`src/rtl/spi_controller_single_clk.sv`:
```
// Single-clock SPI mode-0 controller: one byte per start, optional chip-select hold between bytes.
// Define SPI_CTRL_LSB_FIRST_EN to shift out and assemble LSB first (default MSB first).
module spi_controller_single_clk #(
  parameter int unsigned BYTE_W  = 8,
  parameter int unsigned CLK_DIV = 4
) (
  input  logic              sys_clk,
  input  logic              sys_rst,
  input  logic              start,
  input  logic [BYTE_W-1:0] tx_data,
  input  logic              keep_cs,
  input  logic              cs_release,
  output logic              busy,
  output logic              done,
  output logic [BYTE_W-1:0] rx_data,
  output logic              csn_pad,
  output logic              sck_pad,
  output logic              mosi_pad,
  input  logic              miso_pad
);

  localparam int unsigned     BitW    = (BYTE_W > 1) ? $clog2(BYTE_W) : 1;
  localparam int unsigned     DivW    = $clog2(CLK_DIV);
  localparam logic [BitW-1:0] LastBit = BitW'(BYTE_W - 1);
  localparam logic [DivW-1:0] DivLoad = DivW'(CLK_DIV - 1);

  typedef enum logic [2:0] {
    StIdle, StSetup, StSckHi, StSckLo, StLast, StHeld, StGap
  } state_e;

  state_e            state_q, state_d;
  logic [DivW-1:0]   div_q, div_d;
  logic [BitW-1:0]   bit_q, bit_d;
  logic [BYTE_W-1:0] tx_q, tx_d;
  logic [BYTE_W-1:0] rxs_q, rxs_d;
  logic [BYTE_W-1:0] rx_q, rx_d;
  logic              csn_q, csn_d;
  logic              sck_q, sck_d;
  logic              done_q, done_d;

  logic              tick;
  logic              cur_bit;
  logic [BYTE_W-1:0] tx_adv;
  logic [BYTE_W-1:0] rxs_in;

  // tx_q keeps the bit currently on the wire at its output end; it advances on SCK falls.
`ifdef SPI_CTRL_LSB_FIRST_EN
  assign cur_bit = tx_q[0];
  assign tx_adv  = tx_q >> 1;
  assign rxs_in  = {miso_pad, rxs_q[BYTE_W-1:1]};
`else
  assign cur_bit = tx_q[BYTE_W-1];
  assign tx_adv  = tx_q << 1;
  assign rxs_in  = {rxs_q[BYTE_W-2:0], miso_pad};
`endif

  assign tick = (div_q == '0);

  always_comb begin
    state_d = state_q;
    div_d   = tick ? div_q : div_q - 1'b1;
    bit_d   = bit_q;
    tx_d    = tx_q;
    rxs_d   = rxs_q;
    rx_d    = rx_q;
    csn_d   = csn_q;
    sck_d   = sck_q;
    done_d  = 1'b0;
    unique case (state_q)
      StIdle, StHeld: begin
        // start wins over a simultaneous cs_release in HELD
        if (start) begin
          tx_d    = tx_data;
          bit_d   = '0;
          csn_d   = 1'b0;
          div_d   = DivLoad;
          state_d = StSetup;
        end else if (state_q == StHeld && cs_release) begin
          csn_d   = 1'b1;
          div_d   = DivLoad;
          state_d = StGap;
        end
      end
      StSetup, StSckLo: begin
        if (tick) begin
          sck_d   = 1'b1;
          rxs_d   = rxs_in;
          div_d   = DivLoad;
          state_d = StSckHi;
        end
      end
      StSckHi: begin
        if (tick) begin
          sck_d = 1'b0;
          div_d = DivLoad;
          if (bit_q == LastBit) begin
            state_d = StLast;
          end else begin
            tx_d    = tx_adv;
            bit_d   = bit_q + 1'b1;
            state_d = StSckLo;
          end
        end
      end
      StLast: begin
        if (tick) begin
          rx_d   = rxs_q;
          done_d = 1'b1;
          if (keep_cs) begin
            state_d = StHeld;
          end else begin
            csn_d   = 1'b1;
            div_d   = DivLoad;
            state_d = StGap;
          end
        end
      end
      StGap: begin
        if (tick) state_d = StIdle;
      end
      default: state_d = StIdle;
    endcase
  end

  always_ff @(posedge sys_clk) begin
    if (sys_rst) begin
      state_q <= StIdle;
      div_q   <= '0;
      bit_q   <= '0;
      tx_q    <= '0;
      rxs_q   <= '0;
      rx_q    <= '0;
      csn_q   <= 1'b1;
      sck_q   <= 1'b0;
      done_q  <= 1'b0;
    end else begin
      state_q <= state_d;
      div_q   <= div_d;
      bit_q   <= bit_d;
      tx_q    <= tx_d;
      rxs_q   <= rxs_d;
      rx_q    <= rx_d;
      csn_q   <= csn_d;
      sck_q   <= sck_d;
      done_q  <= done_d;
    end
  end

  assign busy     = !(state_q inside {StIdle, StHeld});
  assign done     = done_q;
  assign rx_data  = rx_q;
  assign csn_pad  = csn_q;
  assign sck_pad  = sck_q;
  // Gating with chip select keeps MOSI quiet whenever the bus is deselected.
  assign mosi_pad = !csn_q && cur_bit;

endmodule

```
`config.mk`:
```
export PLATFORM = sky130hd
export DESIGN_NAME = spi_controller_single_clk
export DESIGN_NICKNAME = d
export VERILOG_FILES = /design/src/rtl/spi_controller_single_clk.sv
export SDC_FILE = /design/constraint.sdc
export NUM_CORES = 1
export LEC_CHECK = 0
export ABC_CLOCK_PERIOD_IN_PS = 1830
export CAP_MARGIN = 40
export CELL_PAD_IN_SITES_DETAIL_PLACEMENT = 1
export CELL_PAD_IN_SITES_GLOBAL_PLACEMENT = 2
export CORE_MARGIN = 2
export CORE_UTILIZATION = 30
export CTS_BUF_LIST = sky130_fd_sc_hd__clkbuf_8
export DETAILED_ROUTE_END_ITERATION = 8
export PLACE_DENSITY = 0.77
export SETUP_SLACK_MARGIN = 0.15
export SLEW_MARGIN = 20
export SYNTH_ARGS = -nofsm -noshare
export SYNTH_HDL_FRONTEND = slang
export SYNTH_SLANG_ARGS = --single-unit
```
`constraint.sdc`:
```
create_clock -name sys_clk -period 1.83 [get_ports sys_clk]
set_input_delay 0.549 -clock sys_clk [delete_from_list [all_inputs] [get_ports sys_clk]]
set_output_delay 0.549 -clock sys_clk [all_outputs]
set_load 0.1 [all_outputs]
```
# After elaboration in Yosys (flattened, before gate mapping)
# Index checks and enable logic that the tools add are counted.
# word_totals
register_bits,35
latchBits,0
mem_bits_rw,0
romBits,0
in_bits,14
output_inout_bits,13
wordCells,80
mem_count,0
# classes
add_sub_neg,2
n_mul,0
n_div,0
order_cmp,0
eq_ne,15
n_shift,0
n_mux,33
bitwise,1
reduce_logical,20
# ops
op,count
two-way mux 3 bit,10
two-way mux 8 bit,3
case mux 8 bit (2 select lines),1
case mux 3 bit (5 select lines),1
two-way mux 2 bit,7
"inequality test 2 bit, second input constant",7
"equality test 3 bit, second input constant",4
AND reduction 4 bit,2
nonzero test 2 bit,4
two-way mux 1 bit,7
"equality test 3 x 2 -> 1 bit, second input constant",2
case mux 2 bit (3 select lines),1
case mux 3 bit (2 select lines),1
OR reduction 2 bit,3
AND reduction 5 bit,1
case mux 1 bit (2 select lines),2
AND reduction 2 bit,2
"adder 3 x 1 -> 3 bit, second input constant",1
"equality test 3 x 1 -> 1 bit, second input constant",1
zero test 3 bit,1
"inequality test 3 bit, second input constant",1
AND reduction 3 bit,1
OR reduction 3 bit,1
logical AND 1 bit,2
4 further kinds,5

# Depth between registers and ports, before layout
# Gate-level depths: netlist (run 1).
# depth
word_depth,5
ltp_mapped,7
ltp_nobuf,6

# Worst setup path before layout (run 1)
# OpenSTA, ideal clock, no wires.
# synth_path
path_type,reg-to-output
start,reg csn_q (netlist: csn_pad)
end,out mosi_pad
t_arrival_ps,2125
t_required_ps,1281
path_slack_ps,-844
path_stages_with_launch,2
n_path_buf,0
cell_sequence,dfxtp_1 > nor2b_1
# synth_via
elab_chain_len,2
# synth_lines
item,line,rtl
from (decl),37,"logic csn_q, csn_d;"
from (signal assigned),143,csn_q <= csn_d;
zero test 1 bit,155,assign mosi_pad = !csn_q && cur_bit;
logical AND 1 bit,155,
to (decl),18,"output logic mosi_pad,"
# Every way passes these cells.

# Worst setup path after layout (run 1)
# layout_path
start,reg state_q[0]
end,out busy
# layout_via
elab_chain_len,3
word_cells_on_any_way,4
cone_classes,eq/ne (1); reduce/logical (3)
# layout_lines
item,line,rtl
from (decl),31,"state_e state_q, state_d;"
from (signal assigned),127,state_q <= StIdle;
from (signal assigned),137,state_q <= state_d;
equality test 3 bit / zero test 3 bit (equally long branches),149,"assign busy = !(state_q inside {StIdle, StHeld});"
nonzero test 2 bit *,149,
zero test 1 bit *,149,
to (decl),13,"output logic busy,"
# Every way passes the cells marked *; elsewhere a longest branch is shown, timed or not.

==> summary.txt, run 1 <==
Clocking
  – CTS tree: yes
  – Worst-path clk slew: 0.08 ns
  – H-Tree Depth: 2
  – Clock sink count: 35
  – Clk_lat worst skew: 0.29 ns
  – CTS Root Buffer Type: clkbuf_8
  – Clock buffer depth: 2
  – CTS buffer count: 5

Run
  – Max_cap viols: 0

Critical path
  – Critical path class: flip-flop to output pin
  – Slowest CP cell: or3_4
  – CP Launch Type: flip-flop
  – Data arrival time of the critical path: 1.32 ns
  – R2r endpoint: bit_q[1]
  – R2r setup slk: 0.03 ns
  – Worst Setup End Kind: output pin
  – Worst r2r src: bit_q[1]
  – Worst-path cell chain: nor2b_4 > or3_4 > buf_12
  – Crit path from: state_q[0]
  – Max incr delay on CP: 0.37 ns
  – Critical path data required time: 1.28 ns
  – CP Max Fanout: 3
  – R2r worst-path depth: 8

Power
  – Combinational share of power: 0.563
  – Clock power frac: 0.171
  – Net Sw Power: 0.00174 W
  – Switch share: 0.419
  – Internal power: 0.00240 W
  – Peak supply drop: 1.15 mV
  – P per Cell Area: 1460 nW/um^2
  – Sequential power share: 0.266
  – Reported leakage power: 1.04 nW

Min path
  – Worst hold path type: flip-flop to flip-flop
  – Min-delay src: rxs_q[7]
  – Worst Hold Endpoint: rx_data[7]
  – Hold depth: 2

Timing
  – Unrepaired setup endpoints after global routing: true
  – Final worst slack: -0.0405 ns
  – Hold Fails Final Rpt: 0
  – Skew final: 0.00803 ns
  – Clock period minus worst slack: 1.87 ns
  – Worst-Margin Slew: 0.420 ns
  – F_max: 535 MHz
  – Slew headroom: 0.720
  – Final Max Slew Viols: 0
  – Final setup vio count: 1
  – Period utilization: 1.02

Routing
  – Routed Antenna Nets: 0
  – Total routed wirelength: 5450 um
  – Vias: 1794
  – First DRT Iteration DRCs: 66
  – DRC Markers: 0
  – Post-DR vias/cell: 5.13
  – TritonRoute pass-1 iters: 4
  – Wire per inst: 15.6 um

Final layout
  – ANT cells: 0
  – Layout net count: 293
  – Fin area: 2830 um^2
  – Area Overhead vs Synth: 54.9%
  – Ratio of cells with drive above 1 in the final layout: 0.364
  – Layout Utilization: 0.478

Place
  – RePlAce Congestion: 0.827
  – Setup WS pre-CTS: -0.321 ns
  – Area after DPL: 2390 um^2
  – Port Buffers: 26
  – Detailed Place HPWL: 3330 um

Synth
  – Synth Register Bits: 35
  – Synth top cells by count: dfxtp_1, nand2_1, a21oi_1
  – Syn Area/Cell: 8.24 um^2
  – Post-synth EDFFs: 0
  – Cells after Synth: 222
  – Synth Flop Type: dfxtp_1
  – Dominant cells by area after synthesis: dfxtp_1, a21oi_1, nand2_1, a221oi_2, nor3_1
  – Syn Nets: 241
  – Top-count cell post-synth: dfxtp_1
  – Netlist Area Pre-Place: 1830 um^2
  – Register area share after synthesis: 0.383
  – Ys Warns: 0
  – Largest area contributor in the netlist: dfxtp_1
  – Async S/R FF share, synth: 0
  – Synth top area share: 0.383
  – Post-synthesis cell type count: 44

Global routing
  – Vias in the first global route: 1768
  – Pin count of the biggest net entering global routing: 37
  – First-pass GRT wire length: 8700 um
  – Initial antenna violation count: 0
  – Tot GR Track Use: 0.167
  – Total grt overflow: 0

Run status
  – Status: finished with violations
  – Failing checks: setup timing

Floorplanning
  – I/O pin count: 27
  – Initial Util: 0.309
  – Die Width: 82.1 um
  – CORE AREA: 5920 um^2
  – DIE HEIGHT: 82.1 um
  – Die area: 6740 um^2
  – FP Rows: 28
-- metal layers --
layer | global-route usage | share of wire
met1 | 0.215 | 0.47
met5 | 0 | 0
met4 | 0.0400 | 0.0099
met2 | 0.286 | 0.50
met3 | 0.0308 | 0.024
-- stage by stage --
stage / hold slack (ns) / total power (W) / std cells / TNS, ns
6_report: 0.457 / 0.00414 / 350 / -0.0405
5_1_grt: 0.480 / 0.00440 / 350 / -0.364
4_1_cts: 0.459 / 0.00391 / 343 / -0.0642
3_5_place_dp: 0.447 / 0.00297 / 324 / -3.55
3_3_place_gp: 0.445 / 0.00294 / 324 / -3.27
2_1_floorplan: 0.432 / 0.00238 / 222 / 0
-- state kept, by name, indices dropped and copies added, names as in the netlist --
signal and flops:
rxs_q 8, state_q 3, tx_q 8, bit_q 3
done 1, rx_data 8, csn_pad 1, div_q 2
sck_pad 1
-- critical path: cells and delay by family, from the launching register on --
kind	cells	cell delay (ns)
buf+inv	1	0.17
simple gates	2	0.50
flops	1	0.35
-- cells in the final DEF, fill, tap and decap left out, drive strengths merged, types with 5 or more instances in the layout --
cell / instances
clkdlybuf4s50: 11
a21oi: 26
ha: 5
clkbuf: 5
nor2: 12
nor3: 15
dfxtp: 35
nor2b: 11
o21ai: 8
nand3: 12
nand2: 28
a221oi: 8
buf: 52
-- kinds of logic after synthesis --
family / Yosys count / share of synthesized area
buffers and inverters: 25 / 0.0691
AND/OR/NAND/NOR: 101 / 0.303
adder cells (fa/ha/maj): 5 / 0.0342
flip-flops: 35 / 0.383
AO/OA/AOI/OAI: 55 / 0.205
multiplexers: 1 / 0.00616
-- what timing repair did --
| action | 4_1_cts | 5_1_grt |
|---|---|---|
| hold buffers | 0 | 0 |
| pin swaps | 8 | 14 |
| buffers inserted | 9 | 6 |
| gates cloned | 2 | 1 |
| resized for setup | 28 | 21 |
| setup endpoints to repair | 16 | 20 |
-- worst max-delay path by stage --
stage,to
floorplan,busy
global placement,tx_q[1]
detailed placement,tx_q[6]
CTS,busy
global route,bit_q[1]
finish,busy
-- power groups by stage --
stage                     logic (W)  clock network (W)  registers, W
final                       0.00233           0.000708       0.00110
after detailed placement    0.00188                  0       0.00109
after CTS                   0.00209           0.000733       0.00108
after global routing        0.00252           0.000763       0.00112
after floorplan             0.00122                  0       0.00116
after global placement      0.00186                  0       0.00108
-- final cells by class --
cell class / instances / area (um^2)
fillers: 656 / 3090
multi-input cells: 163 / 1170
repair buffers: 65 / 728
flip-flops and latches: 35 / 713
well taps: 75 / 93.8
clock buffers: 5 / 68.8
clock inverters: 3 / 43.8
inverters: 4 / 15.0
No activity file was read; power rests on OpenSTA's default activity.
==> run 2, diff against run 1 <==
--- a/config.mk
+++ b/config.mk
@@ -6,7 +6,7 @@
 export NUM_CORES = 1
 export LEC_CHECK = 0
 export ABC_CLOCK_PERIOD_IN_PS = 1830
-export CAP_MARGIN = 40
+export CAP_MARGIN = 20
 export CELL_PAD_IN_SITES_DETAIL_PLACEMENT = 1
 export CELL_PAD_IN_SITES_GLOBAL_PLACEMENT = 2
 export CORE_MARGIN = 2
==> results of run 2 <==
Final layout, timing and power as in run 1 (identical DEF).
